File: src/rtl/leaf_cfg_pkg.sv
// Shared definitions for the leaf configuration master: default widths,
// config packet field offsets, the config port number and the FSM states.
package leaf_cfg_pkg;

    localparam int CFG_PACKET_BITS    = 49;
    localparam int CFG_PAYLOAD_BITS   = 32;
    localparam int CFG_NUM_LEAF_BITS  = 3;
    localparam int CFG_NUM_PORT_BITS  = 4;
    localparam int CFG_NUM_ADDR_BITS  = 7;
    localparam int CFG_CMD_FIFO_DEPTH = 4;

    // Packet layout, MSB first: valid | leaf | port | reg index | 2'b00 | data
    localparam int CFG_DATA_LSB  = 0;
    localparam int CFG_REG_LSB   = CFG_PAYLOAD_BITS + 2;
    localparam int CFG_PORT_LSB  = CFG_REG_LSB + CFG_NUM_ADDR_BITS;
    localparam int CFG_LEAF_LSB  = CFG_PORT_LSB + CFG_NUM_PORT_BITS;
    localparam int CFG_VALID_BIT = CFG_LEAF_LSB + CFG_NUM_LEAF_BITS;

    // Leaf control registers live behind port 0
    localparam int CFG_PORT = 0;

    typedef enum logic [1:0] {
        IDLE  = 2'd0,
        SEND  = 2'd1,
        BCAST = 2'd2
    } cfg_state_e;

endpackage

File: src/rtl/cfg_cmd_fifo.sv
// Small synchronous command FIFO with full/empty flags. The head entry is
// visible combinationally on rd_data whenever the FIFO is not empty.
module cfg_cmd_fifo #(
    parameter int WIDTH = 43,
    parameter int DEPTH = 4
) (
    input  logic             clk,
    input  logic             reset_n,
    input  logic             push,
    input  logic [WIDTH-1:0] wr_data,
    input  logic             pop,
    output logic [WIDTH-1:0] rd_data,
    output logic             full,
    output logic             empty
);

    localparam int AW = $clog2(DEPTH);

    logic [WIDTH-1:0] mem [DEPTH];
    logic [AW:0]      wr_ptr;
    logic [AW:0]      rd_ptr;
    logic             do_push;
    logic             do_pop;

    // Pointers carry one extra wrap bit so full and empty can be told apart
    assign empty   = (wr_ptr == rd_ptr);
    assign full    = (wr_ptr[AW] != rd_ptr[AW]) && (wr_ptr[AW-1:0] == rd_ptr[AW-1:0]);
    assign do_push = push && !full;
    assign do_pop  = pop && !empty;
    assign rd_data = mem[rd_ptr[AW-1:0]];

    // Storage array; contents are don't-care while empty so it needs no reset
    always_ff @(posedge clk) begin
        if (do_push) begin
            mem[wr_ptr[AW-1:0]] <= wr_data;
        end
    end

    // Read and write pointers, flushed by reset
    always_ff @(posedge clk or negedge reset_n) begin
        if (!reset_n) begin
            wr_ptr <= '0;
            rd_ptr <= '0;
        end else begin
            if (do_push) begin
                wr_ptr <= wr_ptr + (AW+1)'(1);
            end
            if (do_pop) begin
                rd_ptr <= rd_ptr + (AW+1)'(1);
            end
        end
    end

endmodule

File: src/rtl/leaf_config_master.sv
// Host-side config master: buffers register-write commands and serializes
// each one into a port-0 config packet on the BFT with ready/valid flow.
// Optional build macro LEAF_CFG_BROADCAST_EN: a command to the all-ones leaf
// is expanded into one packet per leaf 1..max (leaf 0 is the host).
import leaf_cfg_pkg::*;

module leaf_config_master #(
    parameter int PACKET_BITS    = CFG_PACKET_BITS,
    parameter int PAYLOAD_BITS   = CFG_PAYLOAD_BITS,
    parameter int NUM_LEAF_BITS  = CFG_NUM_LEAF_BITS,
    parameter int NUM_PORT_BITS  = CFG_NUM_PORT_BITS,
    parameter int NUM_ADDR_BITS  = CFG_NUM_ADDR_BITS,
    parameter int CMD_FIFO_DEPTH = CFG_CMD_FIFO_DEPTH
) (
    input  logic                     clk,
    input  logic                     reset_n,
    input  logic                     i_cmd_valid,
    output logic                     o_cmd_ready,
    input  logic [NUM_LEAF_BITS-1:0] i_cmd_leaf,
    input  logic [NUM_ADDR_BITS-1:0] i_cmd_reg,
    input  logic [PAYLOAD_BITS-1:0]  i_cmd_data,
    input  logic                     i_cmd_last,
    output logic [PACKET_BITS-1:0]   o_bft_data,
    input  logic                     i_bft_ready,
    output logic                     o_busy,
    output logic                     o_done,
    output logic [15:0]              o_pkt_count
);

    localparam int CMD_BITS = NUM_LEAF_BITS + NUM_ADDR_BITS + PAYLOAD_BITS + 1;
    localparam logic [NUM_LEAF_BITS-1:0] LEAF_MAX = {NUM_LEAF_BITS{1'b1}};

    cfg_state_e state;
    cfg_state_e state_next;

    logic [CMD_BITS-1:0]      fifo_head;
    logic                     fifo_full;
    logic                     fifo_empty;
    logic                     fifo_push;
    logic                     fifo_pop;

    logic [NUM_LEAF_BITS-1:0] head_leaf;
    logic [NUM_ADDR_BITS-1:0] head_reg;
    logic [PAYLOAD_BITS-1:0]  head_data;
    logic                     head_last;
    logic                     head_is_bcast;

    logic [NUM_LEAF_BITS-1:0] cur_leaf;
    logic [NUM_ADDR_BITS-1:0] cur_reg;
    logic [PAYLOAD_BITS-1:0]  cur_data;
    logic                     cur_last;

    logic                     accept;
    logic                     load;
    logic                     advance_leaf;
    logic                     clear;
    logic                     done_next;

    assign o_cmd_ready = !fifo_full;
    assign fifo_push   = i_cmd_valid && !fifo_full;
    assign o_busy      = !fifo_empty || (state != IDLE);

    cfg_cmd_fifo #(
        .WIDTH (CMD_BITS),
        .DEPTH (CMD_FIFO_DEPTH)
    ) u_cmd_fifo (
        .clk     (clk),
        .reset_n (reset_n),
        .push    (fifo_push),
        .wr_data ({i_cmd_leaf, i_cmd_reg, i_cmd_data, i_cmd_last}),
        .pop     (fifo_pop),
        .rd_data (fifo_head),
        .full    (fifo_full),
        .empty   (fifo_empty)
    );

    assign head_last = fifo_head[0];
    assign head_data = fifo_head[PAYLOAD_BITS:1];
    assign head_reg  = fifo_head[PAYLOAD_BITS+NUM_ADDR_BITS:PAYLOAD_BITS+1];
    assign head_leaf = fifo_head[CMD_BITS-1 -: NUM_LEAF_BITS];

`ifdef LEAF_CFG_BROADCAST_EN
    assign head_is_bcast = (head_leaf == LEAF_MAX);
`else
    assign head_is_bcast = 1'b0;
`endif

    // Assemble the outgoing packet; everything reads zero while idle
    always_comb begin
        o_bft_data                                   = '0;
        o_bft_data[CFG_VALID_BIT]                    = (state != IDLE);
        o_bft_data[CFG_LEAF_LSB +: NUM_LEAF_BITS]    = cur_leaf;
        o_bft_data[CFG_PORT_LSB +: NUM_PORT_BITS]    = NUM_PORT_BITS'(CFG_PORT);
        o_bft_data[CFG_REG_LSB +: NUM_ADDR_BITS]     = cur_reg;
        o_bft_data[CFG_DATA_LSB +: PAYLOAD_BITS]     = cur_data;
    end

    // Next-state logic: load from the FIFO when idle or after an acceptance,
    // step through leaves while broadcasting, otherwise fall back to idle
    always_comb begin
        state_next   = state;
        fifo_pop     = 1'b0;
        load         = 1'b0;
        advance_leaf = 1'b0;
        clear        = 1'b0;
        accept       = (state != IDLE) && i_bft_ready;
        case (state)
            IDLE: begin
                if (!fifo_empty) begin
                    fifo_pop   = 1'b1;
                    load       = 1'b1;
                    state_next = head_is_bcast ? BCAST : SEND;
                end
            end
            SEND, BCAST: begin
                if (i_bft_ready) begin
                    if ((state == BCAST) && (cur_leaf != LEAF_MAX)) begin
                        advance_leaf = 1'b1;
                    end else if (!fifo_empty) begin
                        fifo_pop   = 1'b1;
                        load       = 1'b1;
                        state_next = head_is_bcast ? BCAST : SEND;
                    end else begin
                        clear      = 1'b1;
                        state_next = IDLE;
                    end
                end
            end
            default: begin
                state_next = IDLE;
            end
        endcase
        done_next = accept && cur_last && !advance_leaf;
    end

    // FSM state register
    always_ff @(posedge clk or negedge reset_n) begin
        if (!reset_n) begin
            state <= IDLE;
        end else begin
            state <= state_next;
        end
    end

    // Packet holding register: loaded on pop, stepped during broadcast,
    // cleared when the last packet leaves and nothing is queued
    always_ff @(posedge clk or negedge reset_n) begin
        if (!reset_n) begin
            cur_leaf <= '0;
            cur_reg  <= '0;
            cur_data <= '0;
            cur_last <= 1'b0;
        end else if (load) begin
            cur_leaf <= head_is_bcast ? NUM_LEAF_BITS'(1) : head_leaf;
            cur_reg  <= head_reg;
            cur_data <= head_data;
            cur_last <= head_last;
        end else if (advance_leaf) begin
            cur_leaf <= cur_leaf + NUM_LEAF_BITS'(1);
        end else if (clear) begin
            cur_leaf <= '0;
            cur_reg  <= '0;
            cur_data <= '0;
            cur_last <= 1'b0;
        end
    end

    // Completion pulse and free-running count of accepted packets
    always_ff @(posedge clk or negedge reset_n) begin
        if (!reset_n) begin
            o_done      <= 1'b0;
            o_pkt_count <= '0;
        end else begin
            o_done <= done_next;
            if (accept) begin
                o_pkt_count <= o_pkt_count + 16'd1;
            end
        end
    end

endmodule

File: config.mk
export PLATFORM = sky130hd
export DESIGN_NAME = leaf_config_master
export DESIGN_NICKNAME = d
export VERILOG_FILES = /design/src/rtl/leaf_cfg_pkg.sv /design/src/rtl/cfg_cmd_fifo.sv /design/src/rtl/leaf_config_master.sv
export SDC_FILE = /design/constraint.sdc
export NUM_CORES = 1
export LEC_CHECK = 0
export ABC_AREA = 1
export CAP_MARGIN = 20
export CELL_PAD_IN_SITES_DETAIL_PLACEMENT = 0
export CELL_PAD_IN_SITES_GLOBAL_PLACEMENT = 1
export CORE_MARGIN = 8
export CORE_UTILIZATION = 40
export DETAILED_ROUTE_END_ITERATION = 10
export HOLD_SLACK_MARGIN = 0.15
export MAX_ROUTING_LAYER = met4
export PLACE_DENSITY = 0.76
export SETUP_SLACK_MARGIN = 0.1
export SYNTH_ARGS = -nofsm -noshare
export SYNTH_HDL_FRONTEND = slang
export SYNTH_SLANG_ARGS = --single-unit
File: constraint.sdc
create_clock -name clk -period 3.36 [get_ports clk]
set_clock_uncertainty 0.15 [all_clocks]
set_input_delay 0.336 -clock clk [delete_from_list [all_inputs] [get_ports clk]]
set_output_delay 0.336 -clock clk [all_outputs]
set_load 0.01 [all_outputs]
==> reports/metrics.csv <==
stage,metric,value,unit
outcome,status,completed,
worst_setup_path,"reg-to-reg slack, setup",910,ps
worst_setup_path,Worst Path Required,2870,ps
power_and_ir_drop,leakage power,4.51,nW
drt,DRC viols,0,
drt,Post-Route WL,20.4,mm
worst_setup_path,Worst R2R End,u_cmd_fifo.mem[3][23],
clock_network,CTS buffer count,26,
yosys,sequential-to-total area share from yosys stat,0.712,
power_and_ir_drop,clock share of power,0.260,
layout,design area,11800,um^2
power_and_ir_drop,Overall Power,10.5,mW
grt,overall routing resource usage,0.143,
timing,RSZ-0062 raised after global routing,no,
layout,Nets,966,
drt,Via density,4.80,
yosys,Yosys warnings,0,
worst_setup_path,crit path kind,flip-flop to primary output,
placement,post-detail-place hpwl,12.1,mm
power_and_ir_drop,Psw,3.59,mW
worst_hold_path,Hold Crit Class,input pin to flip-flop,
layout,share of cells above drive strength 1,0.0869,
yosys,synth top area cells,"edfxtp_1 (54%), dfrtp_1 (17%), o21ai_0 (5.6%)",
power_and_ir_drop,Comb power frac,0.331,
layout,Largest register FFs,172,
timing,fmax,0.382,GHz
worst_setup_path,Reg-to-Reg Start,u_cmd_fifo.rd_ptr[0],
power_and_ir_drop,PD cells,893,nW/um^2
clock_network,worst skew pair latency,510,ps
clock_network,H-tree depth,1,
flow_run,max_cap viols,0,
worst_setup_path,Crit path max-delay family,buffers and inverters,
worst_setup_path,"Largest stage delay, worst path",550,ps
worst_setup_path,Bufs and invs on worst path,2,
floorplanning,core area,23500,um^2
yosys,dominant cell type by area after synthesis,edfxtp_1,
worst_setup_path,Worst path most repeated cell,nand2_2,
clock_network,CTS Buffer Depth,3,
drt,ANT nets after route,0,
drt,DR iter-0 viols,412,
clock_network,clock root buffer,clkbuf_16,
placement,number of port buffers,108,
yosys,Mean Syn Cell Area,11.9,um^2
clock_network,"Clk pin slew, worst setup/hold paths",60,ps
grt,number of global-route vias before repair,6054,
yosys,Yosys cell types,32,
worst_setup_path,CP endpoint kind,primary output,
worst_setup_path,Critical Path Start,u_cmd_fifo.rd_ptr[0],
floorplanning,row cnt,56,
floorplanning,initial core utilization,0.408,
grt,largest net degree at the start of global routing,88,
clock_network,post-CTS setup buffer count,0,
power_and_ir_drop,Net Sw Frac,0.341,
yosys,Post-Syn Area,9610,um^2
worst_setup_path,CP max-delay cell,dfrtp_4,
worst_setup_path,cells along the critical path,inv_6 -> nand2_2 -> nand2_2 -> nand3_2 -> or2_2 -> clkdlybuf4s50_1,
timing,Max transition margin,0.377,
worst_setup_path,CP arrival,2130,ps
yosys,Syn Inst Count,810,
timing,Tcrit/Tclk final,0.780,
clock_network,clk sinks,239,
grt,initial antenna violation count,1,
timing,Period minus WS final,2620,ps
layout,Syn-to-layout area delta,22.7,%
power_and_ir_drop,internal power,6.94,mW
floorplanning,Die ar.,29300,um^2
yosys,area share of the largest cell type after synthesis,0.537,
worst_setup_path,CP Capture Point,o_busy,
grt,first-pass GRT wire length,32.5,mm
timing,Final setup viols,0,
floorplanning,Die X,171,um
grt,grt total ovfl,0,
drt,Vias,6011,
floorplanning,Top Ports,115,
power_and_ir_drop,Seq pwr share,0.409,
placement,gpl congestion,0.759,
timing,Worst Tran Pin Value,935,ps
yosys,Synth Register Bits,239,
timing,Final Hold Viols,0,
yosys,ys flop type,edfxtp_1,
drt,Initial DRT Pass Iterations,5,
drt,wire per inst,16.3,um
clock_network,CTS tree,done,
placement,Post-DP Area,11000,um^2
timing,Final Slew Violations,0,
floorplanning,DIE HEIGHT,171,um
power_and_ir_drop,maximum VDD drop,0.425,mV
worst_setup_path,"Max FO, Critical Path",11,
worst_setup_path,FF-to-FF path depth,6,
worst_setup_path,WP depth,6,
worst_setup_path,critical path startpoint category,flip-flop,
yosys,Post-synth EDFFs,172,
yosys,asr flop ratio synth,0.280,
==> cells by family (layout without fill, tap and decap cells) <==
family | after synthesis | in the layout | share of synthesized area
compound gates | 130 | 130 | 0.0677
xor+xnor | 11 | 11 | 0.0100
fa+ha+maj | 6 | 6 | 0.00781
buf+inv | 77 | 194 | 0.0433
flops | 239 | 239 | 0.712
mux | 1 | 1 | 0.00117
other cells | 1 | 7 | 0.000390
simple gates | 345 | 345 | 0.158
==> per-layer routing <==
layer / GRT usage / part of all wire / routed length [um]
met1: 0.176 / 0.44 / 8870
met2: 0.243 / 0.50 / 10200
met3: 0.0233 / 0.044 / 901
met4: 0.0393 / 0.020 / 417
met5: - / 0 / 0
==> through the flow <==
stage / hold WS [ps] / cells / utilization / worst slack (ps) / setup TNS [ps]
5_1_grt: 305 / 1252 / 0.501 / 653 / 0
6_report: 308 / 1252 / 0.501 / 739 / 0
2_1_floorplan: -110 / 815 / - / -72.5 / -12470
3_3_place_gp: 333 / 1203 / 0.465 / 934 / 0
4_1_cts: 287 / 1251 / 0.501 / 686 / 0
3_5_place_dp: 340 / 1203 / 0.465 / 893 / 0
==> worst reg2reg max path: stages, from the launching register on <==
cell      delay [ps]
dfrtp_4          550
nand2_1          110
nand2_2           60
nand3b_1         160
nand2_1          320
nor2_4           160
buf_4            540
==> Yosys cell counts, types with 2 or more instances <==
| master | instances |
|---|---|
| edfxtp_1 | 172 |
| nor2_1 | 140 |
| nand2_1 | 137 |
| o21ai_0 | 108 |
| dfrtp_1 | 67 |
| nand3_1 | 30 |
| inv_1 | 26 |
| buf_2 | 22 |
| o21ai_1 | 22 |
| nand3_2 | 21 |
| buf_4 | 11 |
| clkbuf_1 | 10 |
| xor2_1 | 7 |
| ha_1 | 6 |
| nand4_1 | 6 |
| xnor2_1 | 4 |
| nor3_1 | 3 |
| buf_12 | 2 |
| nand2_2 | 2 |
| nand3b_1 | 2 |
==> worst min-delay path by stage <==
stage | start | cells past startpoint | to | slack [ps]
after floorplan | reset_n | 0 | cur_data[0] | -110
after global placement | cur_reg[2] | 2 | cur_reg[2] | 330
after detailed placement | cur_data[11] | 2 | cur_data[11] | 340
after CTS | i_cmd_data[21] | 1 | u_cmd_fifo.mem[0][22] | 290
after global routing | i_cmd_data[30] | 1 | u_cmd_fifo.mem[1][31] | 300
final | i_cmd_data[21] | 1 | u_cmd_fifo.mem[3][22] | 310
==> layout make-up <==
type / count / area, um^2
clock buffers: 37 / 733
fillers: 2122 / 11700
flip-flops and latches: 239 / 6850
inverters: 29 / 116
well taps: 319 / 399
clock inverters: 10 / 96.3
multi-input cells: 499 / 2410
repair buffers: 118 / 1190
diodes: 1 / 2.50
==> placed cells by master, fill, tap and decap left out, types with 2 or more instances in the layout <==
| cell type | netlist | final |
|---|---|---|
| nand3b_1 | 2 | 2 |
| clkbuf_1 | 10 | 8 |
| nand2_2 | 2 | 3 |
| nand3_2 | 21 | 21 |
| clkbuf_8 | 0 | 2 |
| conb_1 | 1 | 6 |
| o21ai_0 | 108 | 108 |
| nand2_1 | 137 | 136 |
| clkinv_1 | 0 | 5 |
| dfrtp_1 | 67 | 66 |
| nand4_1 | 6 | 6 |
| o21ai_1 | 22 | 22 |
| buf_12 | 2 | 3 |
| xnor2_1 | 4 | 4 |
| clkdlybuf4s50_1 | 0 | 107 |
| clkinv_2 | 0 | 2 |
| edfxtp_1 | 172 | 172 |
| buf_4 | 11 | 7 |
| inv_1 | 26 | 26 |
| clkbuf_16 | 0 | 27 |
| nand3_1 | 30 | 30 |
| xor2_1 | 7 | 7 |
| bufinv_16 | 0 | 2 |
| nor2_1 | 140 | 136 |
| nor3_1 | 3 | 3 |
| nor2_4 | 1 | 5 |
| ha_1 | 6 | 6 |
==> timing repair <==
action,in CTS,in global routing
hold endpoints to repair,67,0
endpoints found under the setup margin,0,0
resized for setup,0,0
hold buffers,1,0
==> power by group through the flow <==
| stage | sequential [mW] | combinational [mW] | clock (mW) |
|---|---|---|---|
| after floorplan | 4.45 | 2.20 | 0 |
| after global placement | 4.35 | 3.53 | 0 |
| after detailed placement | 4.37 | 3.58 | 0 |
| after CTS | 4.32 | 3.60 | 2.81 |
| after global routing | 4.38 | 3.95 | 2.93 |
| final | 4.31 | 3.49 | 2.74 |
No activity file was read; power rests on OpenSTA's default activity.
